### src/rtl/wave_analyzer_pkg.sv
// Shared definitions for the waveform analyser: sample format, comparator defaults,
// result field widths and the measurement FSM encoding.
package wave_analyzer_pkg;

    localparam int SAMPLE_W     = 12;
    localparam int FREQ_W       = 20;
    localparam int DUTY_W       = 7;
    localparam int DIV_W        = 34;
    localparam int MID_DEFAULT  = 2048;
    localparam int HYST_DEFAULT = 64;

    localparam logic [SAMPLE_W-1:0] SAMPLE_MAX = 12'd4095;
    localparam logic [DUTY_W-1:0]   DUTY_MAX   = 7'd100;

    typedef enum logic [1:0] {
        ST_IDLE    = 2'd0,
        ST_MEASURE = 2'd1,
        ST_DIVIDE  = 2'd2
    } state_t;

    // Crossing counter increment that sticks at all-ones instead of wrapping.
    function automatic logic [FREQ_W-1:0] sat_inc_freq(input logic [FREQ_W-1:0] value,
                                                       input logic            inc);
        if (inc && (value != {FREQ_W{1'b1}})) begin
            return value + 20'd1;
        end else begin
            return value;
        end
    endfunction

endpackage

### src/rtl/wave_analyzer_if.sv
// Sample stream in, measurement result out with a valid/ready handshake.
interface wave_analyzer_if;
    import wave_analyzer_pkg::*;

    logic [SAMPLE_W-1:0] sample_in;
    logic                sample_valid;
    logic                result_valid;
    logic                result_ready;
    logic [FREQ_W-1:0]   freq_count;
    logic [SAMPLE_W-1:0] min_level;
    logic [SAMPLE_W-1:0] max_level;
    logic [DUTY_W-1:0]   duty_pct;
    logic                overrun;

    modport master (
        output sample_in, sample_valid, result_ready,
        input  result_valid, freq_count, min_level, max_level, duty_pct, overrun
    );

    modport slave (
        input  sample_in, sample_valid, result_ready,
        output result_valid, freq_count, min_level, max_level, duty_pct, overrun
    );

endinterface

### src/rtl/wave_analyzer_seq_divider.sv
// Restoring unsigned divider, one quotient bit per cycle; done pulses for one
// cycle after the final bit, abort drops any division in flight.
module seq_divider
    import wave_analyzer_pkg::*;
(
    input  logic             clk,
    input  logic             rst,
    input  logic             abort,
    input  logic             start,
    input  logic [DIV_W-1:0] dividend,
    input  logic [DIV_W-1:0] divisor,
    output logic             busy,
    output logic             done,
    output logic [DIV_W-1:0] quotient
);

    localparam int CNT_W = $clog2(DIV_W + 1);

    logic [DIV_W-1:0] rem_r;
    logic [DIV_W-1:0] quo_r;
    logic [DIV_W-1:0] dsr_r;
    logic [CNT_W-1:0] cnt_r;
    logic             busy_r;
    logic             done_r;

    logic [DIV_W:0]   shift_s;
    logic             fits_s;
    logic [DIV_W-1:0] rem_s;

    // One restoring step: shift in the next dividend bit and subtract if it fits.
    always_comb begin
        shift_s = {rem_r, quo_r[DIV_W-1]};
        fits_s  = (shift_s >= {1'b0, dsr_r});
        if (fits_s) begin
            rem_s = shift_s[DIV_W-1:0] - dsr_r;
        end else begin
            rem_s = shift_s[DIV_W-1:0];
        end
    end

    // Division sequencing.
    always_ff @(posedge clk) begin
        if (rst || abort) begin
            rem_r  <= '0;
            quo_r  <= '0;
            dsr_r  <= '0;
            cnt_r  <= '0;
            busy_r <= 1'b0;
            done_r <= 1'b0;
        end else if (start && !busy_r) begin
            rem_r  <= '0;
            quo_r  <= dividend;
            dsr_r  <= divisor;
            cnt_r  <= CNT_W'(DIV_W);
            busy_r <= 1'b1;
            done_r <= 1'b0;
        end else if (busy_r) begin
            rem_r <= rem_s;
            quo_r <= {quo_r[DIV_W-2:0], fits_s};
            cnt_r <= cnt_r - {{(CNT_W-1){1'b0}}, 1'b1};
            if (cnt_r == {{(CNT_W-1){1'b0}}, 1'b1}) begin
                busy_r <= 1'b0;
                done_r <= 1'b1;
            end else begin
                busy_r <= 1'b1;
                done_r <= 1'b0;
            end
        end else begin
            done_r <= 1'b0;
        end
    end

    assign busy     = busy_r;
    assign done     = done_r;
    assign quotient = quo_r;

endmodule

### src/rtl/wave_analyzer.sv
// Gated-window waveform analyser: rising crossings, min/max level and duty cycle
// of a 12-bit sample stream, presented through a held valid/ready result register.
module wave_analyzer
    import wave_analyzer_pkg::*;
#(
    parameter int GATE_CYCLES = 100000000,
    parameter int MID         = MID_DEFAULT,
    parameter int HYST        = HYST_DEFAULT
) (
    input  logic           clk,
    input  logic           rst,
    input  logic           enable,
    wave_analyzer_if.slave bus
);

    localparam int WIN_W = $clog2(GATE_CYCLES);
    localparam int CNT_W = $clog2(GATE_CYCLES + 1);

    localparam logic [SAMPLE_W:0]  HI_TH   = (SAMPLE_W + 1)'(MID + HYST);
    localparam logic [SAMPLE_W:0]  LO_TH   = (SAMPLE_W + 1)'(MID - HYST);
    localparam logic [WIN_W-1:0]   WIN_END = WIN_W'(GATE_CYCLES - 1);

    state_t              state_r;
    state_t              state_s;

    logic [WIN_W-1:0]    win_cnt_r;
    logic                cmp_r;
    logic [FREQ_W-1:0]   freq_acc_r;
    logic [CNT_W-1:0]    high_acc_r;
    logic [CNT_W-1:0]    valid_acc_r;
    logic [SAMPLE_W-1:0] min_acc_r;
    logic [SAMPLE_W-1:0] max_acc_r;

    logic [FREQ_W-1:0]   snap_freq_r;
    logic [CNT_W-1:0]    snap_high_r;
    logic [CNT_W-1:0]    snap_valid_r;
    logic [SAMPLE_W-1:0] snap_min_r;
    logic [SAMPLE_W-1:0] snap_max_r;

    logic [FREQ_W-1:0]   res_freq_r;
    logic [SAMPLE_W-1:0] res_min_r;
    logic [SAMPLE_W-1:0] res_max_r;
    logic [DUTY_W-1:0]   res_duty_r;
    logic                res_valid_r;
    logic                overrun_r;

    logic                run_s;
    logic                smp_s;
    logic                last_s;
    logic                cmp_s;
    logic                rise_s;
    logic [FREQ_W-1:0]   freq_s;
    logic [CNT_W-1:0]    high_s;
    logic [CNT_W-1:0]    valid_s;
    logic [SAMPLE_W-1:0] min_s;
    logic [SAMPLE_W-1:0] max_s;

    logic                div_start_s;
    logic                div_busy_s;
    logic                div_done_s;
    logic [DIV_W-1:0]    div_quo_s;
    logic [DIV_W-1:0]    dividend_s;
    logic [DIV_W-1:0]    divisor_s;
    logic [DUTY_W-1:0]   duty_s;
    logic                load_s;
    logic                handshake_s;

    // Windows run back to back in MEASURE and DIVIDE; only IDLE or enable=0 stops them.
    assign run_s       = enable && (state_r != ST_IDLE);
    assign smp_s       = run_s && bus.sample_valid;
    assign last_s      = run_s && (win_cnt_r == WIN_END);
    assign handshake_s = res_valid_r && bus.result_ready;

    // Statistics including this cycle's sample, so the closing sample is captured.
    always_comb begin
        if (!smp_s) begin
            cmp_s = cmp_r;
        end else if ({1'b0, bus.sample_in} >= HI_TH) begin
            cmp_s = 1'b1;
        end else if ({1'b0, bus.sample_in} <= LO_TH) begin
            cmp_s = 1'b0;
        end else begin
            cmp_s = cmp_r;
        end
        rise_s  = cmp_s && !cmp_r;
        freq_s  = sat_inc_freq(freq_acc_r, rise_s);
        high_s  = high_acc_r + CNT_W'(smp_s && cmp_s);
        valid_s = valid_acc_r + CNT_W'(smp_s);
        if (smp_s && (bus.sample_in < min_acc_r)) begin
            min_s = bus.sample_in;
        end else begin
            min_s = min_acc_r;
        end
        if (smp_s && (bus.sample_in > max_acc_r)) begin
            max_s = bus.sample_in;
        end else begin
            max_s = max_acc_r;
        end
    end

    // Window counter and accumulators; comparator state survives window boundaries.
    always_ff @(posedge clk) begin
        if (rst) begin
            win_cnt_r   <= '0;
            cmp_r       <= 1'b0;
            freq_acc_r  <= '0;
            high_acc_r  <= '0;
            valid_acc_r <= '0;
            min_acc_r   <= SAMPLE_MAX;
            max_acc_r   <= '0;
        end else if (!run_s) begin
            win_cnt_r   <= '0;
            freq_acc_r  <= '0;
            high_acc_r  <= '0;
            valid_acc_r <= '0;
            min_acc_r   <= SAMPLE_MAX;
            max_acc_r   <= '0;
        end else if (last_s) begin
            win_cnt_r   <= '0;
            cmp_r       <= cmp_s;
            freq_acc_r  <= '0;
            high_acc_r  <= '0;
            valid_acc_r <= '0;
            min_acc_r   <= SAMPLE_MAX;
            max_acc_r   <= '0;
        end else begin
            win_cnt_r   <= win_cnt_r + {{(WIN_W-1){1'b0}}, 1'b1};
            cmp_r       <= cmp_s;
            freq_acc_r  <= freq_s;
            high_acc_r  <= high_s;
            valid_acc_r <= valid_s;
            min_acc_r   <= min_s;
            max_acc_r   <= max_s;
        end
    end

    // Closed-window snapshot that feeds the divider while the next window runs.
    always_ff @(posedge clk) begin
        if (rst) begin
            snap_freq_r  <= '0;
            snap_high_r  <= '0;
            snap_valid_r <= '0;
            snap_min_r   <= '0;
            snap_max_r   <= '0;
        end else if (last_s) begin
            snap_freq_r  <= freq_s;
            snap_high_r  <= high_s;
            snap_valid_r <= valid_s;
            snap_min_r   <= min_s;
            snap_max_r   <= max_s;
        end
    end

    // FSM state register.
    always_ff @(posedge clk) begin
        if (rst) begin
            state_r <= ST_IDLE;
        end else begin
            state_r <= state_s;
        end
    end

    // Next state, divider launch and result load; an empty window never starts the divider.
    always_comb begin
        state_s     = state_r;
        div_start_s = 1'b0;
        load_s      = 1'b0;
        case (state_r)
            ST_IDLE: begin
                if (enable) begin
                    state_s = ST_MEASURE;
                end else begin
                    state_s = ST_IDLE;
                end
            end
            ST_MEASURE: begin
                if (!enable) begin
                    state_s = ST_IDLE;
                end else if (last_s) begin
                    state_s = ST_DIVIDE;
                end else begin
                    state_s = ST_MEASURE;
                end
            end
            ST_DIVIDE: begin
                if (!enable) begin
                    state_s = ST_IDLE;
                end else if ((snap_valid_r == '0) || div_done_s) begin
                    load_s  = 1'b1;
                    state_s = ST_MEASURE;
                end else begin
                    div_start_s = !div_busy_s;
                    state_s     = ST_DIVIDE;
                end
            end
            default: begin
                state_s = ST_IDLE;
            end
        endcase
    end

    assign dividend_s = {{(DIV_W-CNT_W){1'b0}}, snap_high_r} * 34'd100;
    assign divisor_s  = {{(DIV_W-CNT_W){1'b0}}, snap_valid_r};

    seq_divider u_div (
        .clk      (clk),
        .rst      (rst),
        .abort    (!enable),
        .start    (div_start_s),
        .dividend (dividend_s),
        .divisor  (divisor_s),
        .busy     (div_busy_s),
        .done     (div_done_s),
        .quotient (div_quo_s)
    );

    // Duty percentage; the clamp keeps a corrupted quotient inside the 0-100 range.
    always_comb begin
        if (snap_valid_r == '0) begin
            duty_s = '0;
        end else if (div_quo_s > 34'd100) begin
            duty_s = DUTY_MAX;
        end else begin
            duty_s = div_quo_s[DUTY_W-1:0];
        end
    end

    // Result holding register with overwrite detection.
    always_ff @(posedge clk) begin
        if (rst) begin
            res_freq_r  <= '0;
            res_min_r   <= '0;
            res_max_r   <= '0;
            res_duty_r  <= '0;
            res_valid_r <= 1'b0;
            overrun_r   <= 1'b0;
        end else if (load_s) begin
            res_freq_r  <= snap_freq_r;
            res_min_r   <= snap_min_r;
            res_max_r   <= snap_max_r;
            res_duty_r  <= duty_s;
            res_valid_r <= 1'b1;
            overrun_r   <= res_valid_r && !bus.result_ready;
        end else if (handshake_s) begin
            res_valid_r <= 1'b0;
            overrun_r   <= 1'b0;
        end
    end

    assign bus.result_valid = res_valid_r;
    assign bus.freq_count   = res_freq_r;
    assign bus.min_level    = res_min_r;
    assign bus.max_level    = res_max_r;
    assign bus.duty_pct     = res_duty_r;
    assign bus.overrun      = overrun_r;

endmodule

### src/flat_wrapper.sv
// flat-port wrapper written by rule: the top's interface ports become plain ports
module wave_analyzer_flat import wave_analyzer_pkg::*;
#(
    parameter int GATE_CYCLES = 100000000,
    parameter int MID         = MID_DEFAULT,
    parameter int HYST        = HYST_DEFAULT
)
  (clk, rst, enable, bus_sample_in, bus_sample_valid, bus_result_ready, bus_result_valid, bus_freq_count, bus_min_level, bus_max_level, bus_duty_pct, bus_overrun);
  wave_analyzer_if bus_i ();
  input  logic clk;
  input  logic rst;
  input  logic enable;
  input wire logic [$bits(bus_i.sample_in)-1:0] bus_sample_in;
  input wire logic [$bits(bus_i.sample_valid)-1:0] bus_sample_valid;
  input wire logic [$bits(bus_i.result_ready)-1:0] bus_result_ready;
  output wire logic [$bits(bus_i.result_valid)-1:0] bus_result_valid;
  output wire logic [$bits(bus_i.freq_count)-1:0] bus_freq_count;
  output wire logic [$bits(bus_i.min_level)-1:0] bus_min_level;
  output wire logic [$bits(bus_i.max_level)-1:0] bus_max_level;
  output wire logic [$bits(bus_i.duty_pct)-1:0] bus_duty_pct;
  output wire logic [$bits(bus_i.overrun)-1:0] bus_overrun;
  assign bus_i.sample_in = bus_sample_in;
  assign bus_i.sample_valid = bus_sample_valid;
  assign bus_i.result_ready = bus_result_ready;
  assign bus_result_valid = bus_i.result_valid;
  assign bus_freq_count = bus_i.freq_count;
  assign bus_min_level = bus_i.min_level;
  assign bus_max_level = bus_i.max_level;
  assign bus_duty_pct = bus_i.duty_pct;
  assign bus_overrun = bus_i.overrun;
  wave_analyzer #(.GATE_CYCLES(GATE_CYCLES), .MID(MID), .HYST(HYST)) u_core (.clk(clk), .rst(rst), .enable(enable), .bus(bus_i));
endmodule
### config.mk
export PLATFORM = sky130hd
export DESIGN_NAME = wave_analyzer_flat
export DESIGN_NICKNAME = d
export VERILOG_FILES = /design/src/rtl/wave_analyzer_pkg.sv /design/src/rtl/wave_analyzer_if.sv /design/src/rtl/wave_analyzer_seq_divider.sv /design/src/rtl/wave_analyzer.sv /design/src/flat_wrapper.sv
export SDC_FILE = /design/constraint.sdc
export NUM_CORES = 1
export LEC_CHECK = 0
export ABC_AREA = 1
export CORE_ASPECT_RATIO = 0.6
export CORE_MARGIN = 2
export CORE_UTILIZATION = 30
export DETAILED_ROUTE_END_ITERATION = 8
export SETUP_SLACK_MARGIN = 0.02
export SLEW_MARGIN = 5
export SYNTH_ARGS = -nofsm -noshare
export SYNTH_HDL_FRONTEND = slang
export SYNTH_SLANG_ARGS = --single-unit
### constraint.sdc
create_clock -name clk -period 7.38 [get_ports clk]
set_input_delay 0.738 -clock clk [delete_from_list [all_inputs] [get_ports clk]]
set_output_delay 0.738 -clock clk [all_outputs]
set_load 0.02 [all_outputs]
; ---- After elaboration in Yosys (flattened, before gate mapping)
; Index checks and enable logic that the tools add are counted.
[classes]
mux = 32
n_reduce_logical = 25
n_div = 0
n_lt_le_gt_ge = 6
multipliers = 1
eq_ne = 5
shift = 0
add_sub_neg = 6
n_bitwise = 2
[op_table]
columns = operator, n
row1 = $mux W34, 3
row2 = $add A27 B1 Y27, 2
row3 = $ge A35 B27 Y1, 1
row4 = $gt A34 B7 Y1 const B, 1
row5 = $sub A34 B27 Y34, 1
row6 = $mul A27 B5 Y32 const B, 1
row7 = $add A27 B1 Y27 const B, 1
row8 = $eq A27 B27 Y1 const B, 1
row9 = $logic_not A27 Y1, 1
row10 = $mux W12, 2
row11 = $add A20 B1 Y20 const B, 1
row12 = $mux W20, 1
row13 = $ne A20 B20 Y1 const B, 1
row14 = $mux W1, 17
row15 = $mux W7, 2
row16 = $ge A12 B12 Y1 const B, 1
row17 = $gt A12 B12 Y1, 1
row18 = $le A12 B11 Y1 const B, 1
row19 = $lt A12 B12 Y1, 1
row20 = $mux W6, 2
row21 = $logic_and A1 B1 Y1, 11
row22 = $mux W2, 4
row23 = $eq A6 B1 Y1 const B, 1
row24 = $pmux W2 S3, 1
row25 = other kinds (10), 18
[totals]
mem_bits_rw = 0
mem_count = 0
out_inout_bits = 53
ff_bits = 382
elab_cells = 104
mem_bits_ro = 0
in_bits = 17
latch_bits = 0

; ---- Depth between registers and ports, before layout
[logic_depth]
ltp_word = 7
ltp_mapped = 19
depth_no_buf = 19

; ---- Hierarchy
; From an unflattened synthesis, not the netlist that was laid out.
[hier_totals]
cells_unflattened = 3519
area_unflattened_um2 = 23374.9
[modules_own_cells]
columns = module, cells_per_inst, seq_area_each_um2, area_each_um2, instances
row1 = wave_analyzer, 2297, 5585.4, 15895.2, 1
row2 = seq_divider, 1222, 2202.1, 7479.7, 1

; ---- Worst setup path after synthesis
; Ideal clock, no wire load.
[synth_path]
kind = in2reg
start = input port enable
end = register u_core.snap_high_r[22]
path_slack_ns = 4.535
required_time_ns = 7.306
path_buffers = 0
setup_ns = 0.074
arrival_ns = 2.770
path_stages = 19
cell_sequence = o21ai_2 -> inv_2 -> nand2_1 -> inv_2 -> nand3_1 -> a21boi_0 -> nor2_1 -> ha_1 -> ha_1 -> nand3_1 -> inv_1 -> nand2_1 -> nor2_2 -> nand2_1 -> nor2_1 -> and3_1 -> xor2_1 -> nand2_1 -> o21ai_0
[synth_between]
elab_chain_len = 5
word_cells_on_any_way = 6
cone_classes = add/sub (1) / mux (1) / reduce/logical (4)
[synth_rtl]
columns = item, line_no
row1 = from (decl), flat_wrapper.sv:12  ; input logic enable;
row2 = $logic_and A1 B1 Y1 *, wave_analyzer.sv:69  ; assign run_s = enable && (state_r != ST_IDLE);
row3 = $logic_and A1 B1 Y1, wave_analyzer.sv:70  ; assign smp_s = run_s && bus.sample_valid;
row4 = $mux W1, wave_analyzer.sv:76  ; if (!smp_s) begin
row5 = $logic_and A1 B1 Y1, wave_analyzer.sv:87  ; high_s = high_acc_r + CNT_W'(smp_s && cmp_s);
row6 = $add A27 B1 Y27, wave_analyzer.sv:87
row7 = to (signal assigned), wave_analyzer.sv:147  ; snap_high_r <= high_s;
row8 = to (decl), wave_analyzer.sv:35  ; logic [CNT_W-1:0] snap_high_r;
; Every way passes the cells marked *; elsewhere a longest branch is shown, timed or not.
; A chain may end at the register's enable or synchronous reset.

; ---- Final worst setup path
; Ends and elaborated chain as after synthesis.

==> metrics.yaml <==
status: "complete, no violations"
ff_latch_area_mm2: 0.00765
final_cell_area_mm2: 0.0250
yosys.area_share.simple_pct: 29.3
tritoncts: "built"
ys_async_sr_fraction_pct: 0
yosys.area.top_type_share_pct: 34.5
finalSetupViolations: 0
num_antenna_cells: 0
setup.worst_path.start_class: "primary input"
grt_pass1_vias: 17400
die-area_mm2: 0.0761
hold_buffers: 0
clock_power_share_pct: 49.2
period_share_pct: 48.3
yosys.cell_types.count: 46
synth-xor-area-share_pct: 3.32
drive_gt1_share_pct: 5.16
fin_cells: 4261
wl_met3_um: 5100
ir_worst_vdd_mv: 0.142
tns_ns: 0
portBuffers: 69
power_per_cell_area_mw_per_mm2: 169
cp-startpoint: "enable"
intPower_w: 0.00328
post-place-ws_ns: 3.26
yosysTopAreaCell: "dfxtp_1"
synth_area_mm2: 0.0221
drc: 0
n_fill_cell: 7921
post_cts_buffers: 0
crit_fanout: 4
drt_iter0_drc: 1847
hold_slack_ns: 0.450
crit_path_frequent_cell: "nand2_1"
syn_area_per_cell_um2: 6.87
rr_endpoint: "u_core.high_acc_r[21]"
h-tree-depth: 2
nNetsFinal: 3432
critPathArrivalTime_ns: 4.04
place_hpwl_um: 46400
wl_met1_um: 34900
clkTransAtPathRegs_ns: 0.07
via_per_inst: 4.68
clock-sinks: 382
grt_max_degree: 77
cpLargestDelayFamily: "simple AND/OR/NAND/NOR gates"
crit_type: "primary input to flip-flop"
insertion_delay_ns: 0.56
synthFlopType: "dfxtp_1"
met2_length_um: 20900
synthMuxAreaShare_pct: 0
antenna_found_initial: 0
syn2layout_area_growth_pct: 12.7
worstSetupEndpoint: "u_core.snap_high_r[22]"
rsz0062_at_grt: "false"
multiInputGateArea_mm2: 0.0120
synth.most_common_cell: "nand2_1"
endpoint_kind: "flip-flop"
layout_setup_ws_ns: 3.81
dp.cells: 4196
worst-path-buf-inv: 4
slowest_delay_ns: 0.51
crit_chain: "clkdlybuf4s50_1 > o21ai_2 > inv_2 > nand2_1 > inv_2 > nand3_1 > a21boi_0 > nor2_1 > ha_1 > ha_1 > nand3_1 > inv_1 > nand2_1 > nor2_2 > nand2_1 > nor2_1 > and3_1 > xor2_1 > nand2_1 > o21ai_0"
netlist_top_cells_count: "nand2_1 (722), inv_1 (502), nor2_1 (415), dfxtp_1 (382), a21oi_1 (189)"
drv_slew: 0
seq_area_frac_synth_pct: 34.5
core_area_mm2: 0.0733
top_layer: "met4"
period_needed_ns: 3.57
switching_share_pct: 22.4
hold_viol: 0
boundaryPins: 70
synth_top_family_by_area: "simple AND/OR/NAND/NOR gates"
grt.total_usage_pct: 15.8
drtPass1Iterations: 6
clock.fmax_ghz: 0.280
hp-class: "flip-flop to flip-flop"
cap_violations: 0
fin_skew_ns: 0.0214
worstPathRequired_ns: 7.85
synth_fa_ha_area_share_pct: 10.2
pwr-share-comb_pct: 2.0
vias: 19900
synth_edf_count: 0
grt_pass1_wl_um: 97900
chipHeight_um: 214
min_from: "u_core.snap_min_r[9]"
grt_overflow: 0
netlist_instances: 3224
p_leak_nw: 10.8
wirelength_um: 61500
r2r-start: "u_core.win_cnt_r[0]"
p_seq_share_pct: 48.8
cts-root-buf: "clkbuf_16"
worst-r2r-setup-slack_ns: 3.84
post_cts_resized: 0
detail_route.wl_per_cell_um: 14.4
ff2ff_path_depth: 14
placed_area_mm2: 0.0237
path_depth: 20
slowest_stage: "clkdlybuf4s50_1"
row_count: 77
worst_pin_slew_ns: 1.03
switchingPower_w: 0.000949
synth_compound_area_share_pct: 11.4
ys_ff_latch: 382
max-slew-margin-rel_pct: 31.0
clock_path_buffers: 3
gp_congestion: 0.944
ys_warn_count: 0
ant_nets: 0
initial_core_util_pct: 30.2
die_w_um: 355
syn-num-nets: 3408
ys_top_cells_by_area: "dfxtp_1 (35%), nand2_1 (12%), inv_1 (8.5%), ha_1 (8.1%), nor2_1 (7.0%)"
cts_made_buffers: 37
-- power by group through the flow --
| stage | combinational (W) | clock (W) | sequential (W) |
|---|---|---|---|
| after CTS | 0.0000849 | 0.00212 | 0.00206 |
| final | 0.0000848 | 0.00208 | 0.00206 |
| after global routing | 0.0000949 | 0.00222 | 0.00206 |
| after detailed placement | 0.0000845 | 0 | 0.00211 |
| after floorplan | 0.0000531 | 0 | 0.00211 |
| after global placement | 0.0000847 | 0 | 0.00211 |
-- per-layer routing --
metal	vias up	GRT usage [%]
met5	-	0.0625
met4	0	2.25
met3	49	3.76
met2	531	18.9
met1	9061	27.1
li1	10300	-
-- cells by family (layout without fill, tap and decap cells) --
group / Yosys count / in the layout
simple gates: 1522 / 1522
compound gates: 453 / 453
flops: 382 / 382
buf+inv: 616 / 666
xor+xnor: 84 / 84
fa+ha+maj: 167 / 167
-- worst register-to-register path, cell delays in order, from the launching register on --
cell     delay [ns]
dfxtp_1        0.36
ha_1           0.21
nand3_2        0.13
nor2_2         0.13
nand2_2        0.12
nor2_4         0.11
nand2_2        0.08
inv_2          0.09
nand3_2        0.12
inv_2          0.26
nor2_4         0.04
buf_4          0.30
nand2_4        0.65
buf_4          0.66
nor2_1         0.13
-- metrics by stage --
| step | total power, W | utilization (%) |
|---|---|---|
| floorplan | 0.00216 | - |
| global placement | 0.00219 | 32.3 |
| finish | 0.00423 | 34.0 |
| CTS | 0.00427 | 34.0 |
| detailed placement | 0.00219 | 32.3 |
| global route | 0.00438 | 34.0 |
-- cell type report --
| cell class | count | area share [%] |
|---|---|---|
| clock inverter | 19 | 1.11 |
| timing repair buffer | 84 | 3.22 |
| multi-input combinational | 2226 | 48.2 |
| tap | 987 | 4.95 |
| clock buffer | 46 | 4.05 |
| sequential | 382 | 30.7 |
| inverter | 517 | 7.78 |
-- state kept, by name, summed over array words and instances (netlist names), 20 cells and up --
name,count
u_core.high_acc_r,27
u_core.u_div.dsr_r,27
u_core.snap_freq_r,20
u_core.freq_acc_r,20
u_core.u_div.quotient,34
u_core.u_div.rem_r,34
u_core.win_cnt_r,27
u_core.snap_valid_r,27
u_core.valid_acc_r,27
u_core.bus.freq_count,20
u_core.snap_high_r,27
-- placed cells by master, fill, tap and decap left out, types with 4 or more instances in the layout --
| cell | synthesis | routed |
|---|---|---|
| nand2_1 | 722 | 722 |
| inv_1 | 502 | 502 |
| nor2_1 | 415 | 413 |
| dfxtp_1 | 382 | 381 |
| a21oi_1 | 189 | 189 |
| nand3_1 | 173 | 173 |
| o21ai_0 | 166 | 166 |
| ha_1 | 144 | 144 |
| clkdlybuf4s50_1 | 0 | 69 |
| nand4_1 | 63 | 63 |
| xor2_1 | 51 | 51 |
| nor3_1 | 47 | 47 |
| o21ai_1 | 38 | 38 |
| clkbuf_16 | 0 | 38 |
| xnor2_1 | 33 | 33 |
| o22ai_2 | 26 | 26 |
| or2_2 | 23 | 23 |
| fa_1 | 23 | 23 |
| nand3b_1 | 20 | 20 |
| nor4_1 | 19 | 19 |
| buf_4 | 10 | 15 |
| inv_2 | 13 | 13 |
| a31oi_1 | 13 | 13 |
| nor2_2 | 9 | 10 |
| nand2_2 | 7 | 6 |
| and3_1 | 6 | 6 |
| nor3b_1 | 6 | 6 |
| bufinv_16 | 0 | 6 |
| clkinv_2 | 0 | 6 |
| o211ai_1 | 5 | 5 |
| clkbuf_1 | 40 | 5 |
| nand3_2 | 4 | 4 |
-- how the worst min path moves through the flow --
stage	endpoint	cells after the start	slack, ns
2_1_floorplan	u_core.win_cnt_r[0]	1	0.42
3_3_place_gp	u_core.win_cnt_r[0]	1	0.43
3_5_place_dp	u_core.snap_min_r[9]	2	0.44
4_1_cts	u_core.snap_min_r[9]	2	0.45
5_1_grt	u_core.snap_freq_r[9]	2	0.47
6_report	u_core.snap_min_r[9]	2	0.45
(Power assumes the default switching activity.)
